==> config.mk <==
export PLATFORM = sky130hd
export DESIGN_NAME = line_buffer_sequencer
export DESIGN_NICKNAME = d
export VERILOG_FILES = /design/src/rtl/line_buffer_sequencer.sv
export SDC_FILE = /design/constraint.sdc
export NUM_CORES = 1
export LEC_CHECK = 0
export ABC_CLOCK_PERIOD_IN_PS = 3300
export CORE_AREA = 2 2 199 201
export DETAILED_ROUTE_END_ITERATION = 6
export DIE_AREA = 0 0 201 203
export PLACE_DENSITY = 0.45
export SKIP_CTS_REPAIR_TIMING = 1
export SLEW_MARGIN = 10
export SYNTH_ARGS = -nofsm -noshare
export SYNTH_HDL_FRONTEND = slang
export SYNTH_SLANG_ARGS = --single-unit
==> constraint.sdc <==
create_clock -name clk -period 3.3 [get_ports clk]
set_clock_uncertainty 0.05 [all_clocks]
set_input_delay 0.66 -clock clk [delete_from_list [all_inputs] [get_ports clk]]
set_output_delay 0.66 -clock clk [all_outputs]
set_load 0.02 [all_outputs]
==> src/rtl/line_buffer_sequencer.sv <==
// Streams one greyscale frame from frame memory into the five-line window buffer
// and hands each window position to the filter engine over valid/ready.
module line_buffer_sequencer #(
  parameter int unsigned       ADDR_W     = 16,
  parameter logic [ADDR_W-1:0] FRAME_BASE = '0,
  parameter int unsigned       LINES      = 480
) (
  input  logic              clk,
  input  logic              rst_n,
  input  logic              start,
  input  logic [1:0]        size,
  output logic              busy,
  output logic              done,
  output logic              rd_req,
  output logic [ADDR_W-1:0] rd_addr,
  input  logic              rd_valid,
  input  logic [31:0]       rd_data,
  output logic [31:0]       lb_datain,
  output logic [8:0]        lb_address,
  output logic [8:0]        lb_vertical_count,
  output logic              lb_save_data,
  output logic              lb_next_matrix,
  output logic [1:0]        lb_size,
  input  logic [199:0]      lb_matrix,
  output logic [199:0]      win_matrix,
  output logic              win_valid,
  input  logic              win_ready
);

  typedef enum logic [2:0] {StIdle, StFetch, StFlush, StCompute, StDone} state_e;

  localparam logic [9:0] LastLine = 10'(LINES - 1);

  state_e      state_q, state_d;
  logic [9:0]  next_load_q, next_load_d;
  logic [9:0]  centre_q, centre_d;
  logic [6:0]  word_q, word_d;
  logic [8:0]  column_q, column_d;
  logic        wr_q, wr_d;
  logic [31:0] data_q, data_d;
  logic [1:0]  size_q, size_d;

  logic [9:0]  lead;
  logic [9:0]  next_load_inc;
  state_e      line_next;

  assign lead          = (size_q == 2'd3) ? 10'd2 : 10'd1;
  assign next_load_inc = next_load_q + 10'd1;

  // After a line lands: keep priming until the lead lines are in, past the frame only shift zeros.
  assign line_next = (next_load_inc <= centre_q + lead) ?
                     ((next_load_inc > LastLine) ? StFlush : StFetch) : StCompute;

  always_ff @(posedge clk) begin
    if (!rst_n) begin
      state_q     <= StIdle;
      next_load_q <= '0;
      centre_q    <= '0;
      word_q      <= '0;
      column_q    <= '0;
      wr_q        <= 1'b0;
      data_q      <= '0;
      size_q      <= '0;
    end else begin
      state_q     <= state_d;
      next_load_q <= next_load_d;
      centre_q    <= centre_d;
      word_q      <= word_d;
      column_q    <= column_d;
      wr_q        <= wr_d;
      data_q      <= data_d;
      size_q      <= size_d;
    end
  end

  always_comb begin
    state_d        = state_q;
    next_load_d    = next_load_q;
    centre_d       = centre_q;
    word_d         = word_q;
    column_d       = column_q;
    wr_d           = wr_q;
    data_d         = data_q;
    size_d         = size_q;
    rd_req         = 1'b0;
    lb_next_matrix = 1'b0;
    win_valid      = 1'b0;
    done           = 1'b0;

    unique case (state_q)
      StIdle: begin
        if (start && size != 2'd2) begin
          size_d      = size;
          next_load_d = '0;
          centre_d    = '0;
          word_d      = '0;
          column_d    = '0;
          wr_d        = 1'b0;
          state_d     = StFetch;
        end
      end
      StFetch: begin
        if (wr_q) begin
          wr_d   = 1'b0;
          word_d = word_q + 7'd1;
          if (word_q == 7'd127) begin
            next_load_d = next_load_inc;
            state_d     = line_next;
          end
        end else begin
          rd_req = 1'b1;
          if (rd_valid) begin
            wr_d   = 1'b1;
            data_d = rd_data;
          end
        end
      end
      StFlush: begin
        word_d = word_q + 7'd1;
        if (word_q == 7'd127) begin
          next_load_d = next_load_inc;
          state_d     = line_next;
        end
      end
      StCompute: begin
        win_valid = 1'b1;
        if (win_ready) begin
          lb_next_matrix = 1'b1;
          column_d       = column_q + 9'd1;
          if (column_q == 9'd511) begin
            if (centre_q == LastLine) begin
              state_d = StDone;
            end else begin
              centre_d = centre_q + 10'd1;
              state_d  = (next_load_q <= LastLine) ? StFetch : StFlush;
            end
          end
        end
      end
      StDone: begin
        done    = 1'b1;
        state_d = StIdle;
      end
      default: state_d = StIdle;
    endcase
  end

  assign busy         = (state_q == StFetch) || (state_q == StFlush) || (state_q == StCompute);
  assign lb_save_data = ((state_q == StFetch) && wr_q) || (state_q == StFlush);
  assign lb_datain    = (state_q == StFetch) ? data_q : '0;
  assign lb_address   = (state_q == StCompute) ? column_q :
                        ((state_q == StFetch) || (state_q == StFlush)) ? {word_q, 2'b00} : '0;
  assign lb_vertical_count = centre_q[8:0];
  assign lb_size      = size_q;
  assign rd_addr      = FRAME_BASE + ADDR_W'({next_load_q, word_q});
  assign win_matrix   = lb_matrix;

endmodule

==> results.sh, run 1 <==
export IMPL_synth_distinct_cells=54
export IMPL_grt_max_degree=45
export IMPL_yosysSeqAreaShare=0.262
export IMPL_cts_tree="done"
export IMPL_p_seq_frac=0.415
export IMPL_cts_sinks=74
export IMPL_placementRows=72
export IMPL_finalHoldViolCount=0
export IMPL_ir_worst_vdd_mv=0.205
export IMPL_fin_crit_sh=0.936
export IMPL_die_w_um=201
export IMPL_synth_avg_cell_area_um2=7.82
export IMPL_io_buffers=112
export IMPL_crit_chain="buf_4 -> nand2b_1 -> a21oi_1 -> buf_4 -> a22o_1 -> clkdlybuf4s50_1"
export IMPL_status="complete, no violations"
export IMPL_grt_pass1_vias=4189
export IMPL_yosys_area_top_type="buf_4"
export IMPL_synth_edf_count=0
export IMPL_area_growth_pct=7.92
export IMPL_antenna_left=0
export IMPL_synth_area_leaders="buf_4 29%, dfxtp_1 26%, nand2_1 6.2%"
export IMPL_min_delay_start="data_q[5]"
export IMPL_reg2regPathDepth=12
export IMPL_powerDensity_mw_per_mm2=367
export IMPL_power_frac_comb=0.117
export IMPL_cts_buffer_depth=2
export IMPL_netlist_instances=724
export IMPL_drt_wl_total_mm=17.5
export IMPL_place_ws_ns=0.478
export IMPL_setup_viol=0
export IMPL_clkSlewWorstSetupHoldPaths_ns=0.07
export IMPL_num_io_pins=513
export IMPL_crit_family="buffers and inverters"
export IMPL_grt_remaining_overflow=0
export IMPL_viasPerCell=3.63
export IMPL_root_buffer="clkbuf_16"
export IMPL_netlist_area_mm2=0.00566
export IMPL_critPathBufInv=3
export IMPL_drtIter0Drc=204
export IMPL_crit_start="state_q[1]"
export IMPL_final_nets=877
export IMPL_cp_slowest_cell="clkdlybuf4s50_1"
export IMPL_fmax_mhz=324
export IMPL_cap_violations=0
export IMPL_maxSlewViolCount=0
export IMPL_start_util=0.147
export IMPL_hp_class="reg -> reg"
export IMPL_dp_hpwl_mm=13.4
export IMPL_dr_total_vias=4146
export IMPL_insertion_delay_ns=0.35
export IMPL_crit_path_max_fanout=10
export IMPL_end_kind="primary output"
export IMPL_p_int_mw=1.64
export IMPL_rsz0062_at_grt="false"
export IMPL_grt_use_total=0.0845
export IMPL_fin_util=0.159
export IMPL_power_net_switching_mw=0.597
export IMPL_core_mm2=0.0385
export IMPL_grt_pass1_wl_mm=25.9
export IMPL_yosys_warnings=0
export IMPL_r2r_start="lb_size[0]"
export IMPL_dieArea_mm2=0.0408
export IMPL_r2r_end="state_q[1]"
export IMPL_worstSetupPathType="reg -> out"
export IMPL_synth_async_reset_ratio=0
export IMPL_cts_max_level=3
export IMPL_synthFlopType="dfxtp_1"
export IMPL_slew_headroom=0.526
export IMPL_drc=0
export IMPL_fin_tns_setup_ns=0
export IMPL_worst_slew_pin_slew_ns=0.708
export IMPL_numCtsBuffers=9
export IMPL_cp_arrival_ns=2.38
export IMPL_wl_per_cell_um=15.3
export IMPL_hold_depth=2
export IMPL_power_frac_clock=0.468
export IMPL_firstDrtPassIters=4
export IMPL_gp_congestion=0.777
export IMPL_synth_most_common_cell="buf_4"
export IMPL_crit_top_cell="buf_4"
export IMPL_drive_above_1_share=0.0785
export IMPL_grt_antenna_before_repair=0
export IMPL_die_h_um=203
export IMPL_fillCellCount=4428
export IMPL_synth_top_area_share=0.292
export IMPL_period_needed_ns=3.09
export IMPL_slowest_delay_ns=0.61
export IMPL_yosys_top_cells_count="220 x buf_4, 93 x nand2_1, 74 x dfxtp_1"
export IMPL_num_antenna_cells=0
export IMPL_swShare=0.267
export IMPL_leakage_nw=2.06
export IMPL_reg2reg_slack_ns=0.43
export IMPL_holdPathEnd="data_q[5]"
export IMPL_startpoint_type="register"
export IMPL_crit_required_ns=2.59
export IMPL_worst_slack_ns=0.210
export IMPL_syn_nets=982
export IMPL_synth_seq_cells=74
-- worst register-to-register path, cell delays in order (launching register included) --
cell and delay [ns]:
dfxtp_1 0.36, nand2_1 0.10, ha_1 0.22, fa_1 0.46, nand3_1 0.14, xor2_1 0.15
ha_1 0.24, nand4_1 0.15, a211oi_1 0.06, a2111oi_0 0.42, a31oi_1 0.10, o21ai_1 0.16
a221oi_1 0.10
-- logic make-up after synthesis --
kind of cell    synth area share
fa+ha+maj                 0.0433
simple gates               0.194
buf+inv                    0.320
flops                      0.262
compound gates             0.124
mux                      0.00531
xor+xnor                  0.0511
-- cell usage in the layout, fill, tap and decap left out, types with 4 or more instances in the layout --
cell type        Yosys  final
o21a_1               4      4
a211oi_1             4      4
nand2b_1             8      8
nor2_1              44     43
nand4_1              8      8
and2_1              37     37
nand2_1             93     93
buf_4              220     17
o21ai_0             12     12
xnor2_1             16     16
a21oi_1             45     45
and3_1               4      4
nor3_1              10     10
ha_1                18     18
nand3_1             13     13
clkbuf_16            0      9
a22o_1               6      6
dfxtp_1             74     74
clkdlybuf4s50_1      0    112
a31oi_1              7      7
a32o_1               4      4
xor2_1              17     17
inv_1               12     12
-- worst max path at each step --
| stage | endpoint | slack [ns] | depth (start not counted) |
|---|---|---|---|
| after CTS | lb_address[2] | 0.18 | 6 |
| after global placement | lb_next_matrix | 0.51 | 4 |
| after floorplan | state_q[0] | 0.63 | 12 |
| final | lb_address[2] | 0.21 | 6 |
| after global routing | lb_address[2] | 0.07 | 6 |
| after detailed placement | state_q[0] | 0.48 | 12 |
-- power by group through the flow --
stage | sequential [mW] | combinational [mW] | clock, mW
2_1_floorplan | 0.948 | 0.495 | 0
3_3_place_gp | 0.948 | 0.267 | 0
5_1_grt | 0.931 | 0.290 | 1.13
3_5_place_dp | 0.949 | 0.267 | 0
4_1_cts | 0.928 | 0.270 | 1.10
6_report | 0.928 | 0.262 | 1.05
-- metrics by stage --
stage | hold slack, ns | instance area, µm² | power (mW) | std cells
global route | 0.416 | 6110 | 2.35 | 1142
CTS | 0.400 | 6110 | 2.29 | 1142
global placement | 0.388 | 5800 | 1.22 | 1126
detailed placement | 0.392 | 5800 | 1.22 | 1126
finish | 0.397 | 6110 | 2.24 | 1142
floorplan | 0.382 | 5660 | 1.44 | 724
-- registers in the layout, indices dropped and copies added (netlist names) --
name,flops
word_q,7
centre_q,10
lb_size,2
data_q,32
state_q,3
next_load_q,10
wr_q,1
column_q,9
-- cell type report --
class	instances	area, µm²	area share
Sequential cell	74	1480	0.243
Tap cell	518	648	0.106
Clock buffer	11	243	0.0397
Multi-Input combinational cell	390	2370	0.388
Timing Repair Buffer	129	1250	0.204
Inverter	15	56.3	0.00922
Clock inverter	5	62.6	0.0102
-- routing by layer --
layer / up-vias / track usage / wire [µm]
met2: 211 / 0.123 / 7610
li1: 1954 / - / -
met4: 2 / 0.0563 / 883
met3: 77 / 0.0491 / 2150
met1: 1902 / 0.0922 / 6780
met5: - / 0.0107 / 42
(Power assumes the default switching activity.)
==> run 2, diff against run 1 <==
--- a/config.mk
+++ b/config.mk
@@ -5,11 +5,12 @@
 export SDC_FILE = /design/constraint.sdc
 export NUM_CORES = 1
 export LEC_CHECK = 0
-export ABC_CLOCK_PERIOD_IN_PS = 3300
+export ABC_CLOCK_PERIOD_IN_PS = 3100
+export CAP_MARGIN = 20
 export CORE_AREA = 2 2 199 201
 export DETAILED_ROUTE_END_ITERATION = 6
 export DIE_AREA = 0 0 201 203
-export PLACE_DENSITY = 0.45
+export PLACE_DENSITY_LB_ADDON = 0.12
 export SKIP_CTS_REPAIR_TIMING = 1
 export SLEW_MARGIN = 10
 export SYNTH_ARGS = -nofsm -noshare
==> constraint.sdc (replaced) <==
create_clock -name clk -period 3.1 [get_ports clk]
set_clock_uncertainty 0.05 [all_clocks]
set_input_delay 0.62 -clock clk [delete_from_list [all_inputs] [get_ports clk]]
set_output_delay 0.62 -clock clk [all_outputs]
set_load 0.02 [all_outputs]
==> results.sh, run 2 (synthesis results as in run 1) <==
export IMPL_status="complete, no violations"
export IMPL_grt_remaining_overflow=0
export IMPL_firstDrtPassIters=4
export IMPL_grt_max_degree=45
export IMPL_final_nets=886
export IMPL_die_h_um=203
export IMPL_fmax_mhz=340
export IMPL_top_register="data_q"
export IMPL_post_dp_cell_area_mm2=0.00588
export IMPL_met3_wirelength_mm=1.56
export IMPL_dp_hpwl_mm=14.1
export IMPL_die_w_um=201
export IMPL_drtIter0Drc=111
export IMPL_min_delay_start="data_q[4]"
export IMPL_wl_met2_mm=8.35
export IMPL_insertion_delay_ns=0.35
export IMPL_dr_max_layer_used="met4"
export IMPL_antenna_left=0
export IMPL_cap_violations=0
export IMPL_viasPerCell=3.56
export IMPL_period_needed_ns=2.94
export IMPL_hold_ws_ns=0.400
export IMPL_cts_max_level=3
export IMPL_final_cell_mix="112 x clkdlybuf4s50_1, 93 x nand2_1, 74 x dfxtp_1, 44 x a21oi_1, 43 x nor2_1"
export IMPL_io_buffers=112
export IMPL_dr_total_vias=4103
export IMPL_grt_pass1_wl_mm=27.6
export IMPL_fillCellCount=4403
export IMPL_wl_met1_mm=8.00
export IMPL_gp_congestion=0.690
export IMPL_cp_arrival_ns=2.27
export IMPL_start_util=0.147
export IMPL_num_antenna_cells=0
export IMPL_r2r_start="centre_q[1]"
export IMPL_final_area_mm2=0.00620
export IMPL_largest_register_ffs=32
export IMPL_worst_slew_pin_slew_ns=0.631
export IMPL_leakage_nw=2.11
export IMPL_clkSlewWorstSetupHoldPaths_ns=0.07
export IMPL_root_buffer="clkbuf_16"
export IMPL_maxSlewViolCount=0
export IMPL_hp_class="reg -> reg"
export IMPL_numCtsBuffers=9
export IMPL_slew_headroom=0.579
export IMPL_final_common_cell="clkdlybuf4s50_1"
export IMPL_multiInputGateArea_mm2=0.00237
export IMPL_fin_crit_sh=0.948
export IMPL_wl_per_cell_um=16.3
export IMPL_cts_sinks=74
export IMPL_drt_wl_total_mm=18.7
export IMPL_startpoint_type="register"
export IMPL_cts_tree="done"
export IMPL_grt_antenna_before_repair=0
export IMPL_setup_viol=0
export IMPL_ir_worst_vdd_mv=0.251
export IMPL_cts_buffer_depth=2
export IMPL_finalHoldViolCount=0
export IMPL_num_io_pins=513
export IMPL_worstSetupPathType="reg -> out"
export IMPL_regArea_mm2=0.00148
export IMPL_powerDensity_mw_per_mm2=399
export IMPL_rsz0062_at_grt="false"
export IMPL_core_mm2=0.0385
export IMPL_grt_use_total=0.0901
export IMPL_placementRows=72
export IMPL_end_kind="primary output"
export IMPL_crit_path_max_fanout=9
export IMPL_top_regs="data_q (32), centre_q (10), next_load_q (10)"
export IMPL_drive_above_1_share=0.0932
export IMPL_crit_start="state_q[0]"
export IMPL_grt_pass1_vias=4264
export IMPL_area_growth_pct=9.57
export IMPL_drc=0
export IMPL_fin_util=0.161
export IMPL_dieArea_mm2=0.0408
export IMPL_crit_required_ns=2.43
-- run 2: cell count changes in the layout (fill, tap and decap cells not counted), sizes merged --
| cell | change |
|---|---|
| clkinv | +2 |
| buf | +9 |
| clkinvlp | -2 |
| bufinv | +1 |
| inv | -1 |
-- run 2: path summary, 6_finish.rpt --
check | end | slack (ns) | cells past startpoint
hold reg to reg | data_q[4] | 0.40 | 2
setup reg to reg | state_q[1] | 0.24 | 11
setup / recovery | lb_address[6] | 0.16 | 6
hold / removal | data_q[4] | 0.40 | 2
-- run 2: final cells by class --
type / count / area share
clock inverter: 5 / 0.0127
tap: 518 / 0.105
clock buffer: 11 / 0.0375
multi-input combinational: 390 / 0.383
inverter: 15 / 0.00908
sequential: 74 / 0.239
timing repair buffer: 138 / 0.214
-- run 2: critical path, cell delays in order, from the launching register on --
cell and delay [ns]:
dfxtp_1 0.40, nand2b_1 0.25, a21oi_2 0.24, buf_4 0.20, nand2_1 0.06, o21ai_0 0.11
clkdlybuf4s50_1 0.66
-- run 2: metrics by stage --
step / setup slack, ns / std cells / TNS [ns] / power (mW)
final: 0.162 / 1151 / 0 / 2.48
after global routing: 0.00833 / 1151 / 0 / 2.61
after CTS: -0.00204 / 1151 / -0.00204 / 2.55
after detailed placement: 0.216 / 1135 / 0 / 1.32
after global placement: 0.269 / 1135 / 0 / 1.32
after floorplan: 0.427 / 724 / 0 / 1.54
-- run 2: power by group --
group | switching, mW | total (mW) | internal (mW)
clock | 0.483 | 1.19 | 0.706
sequential | 0.0148 | 0.989 | 0.974
combinational | 0.168 | 0.299 | 0.132
-- run 2: routing by layer --
layer  vias up  track usage
li1       1979            -
met1      1856        0.106
met2       184        0.140
met3        84       0.0334
met4         0       0.0537
met5         -            0
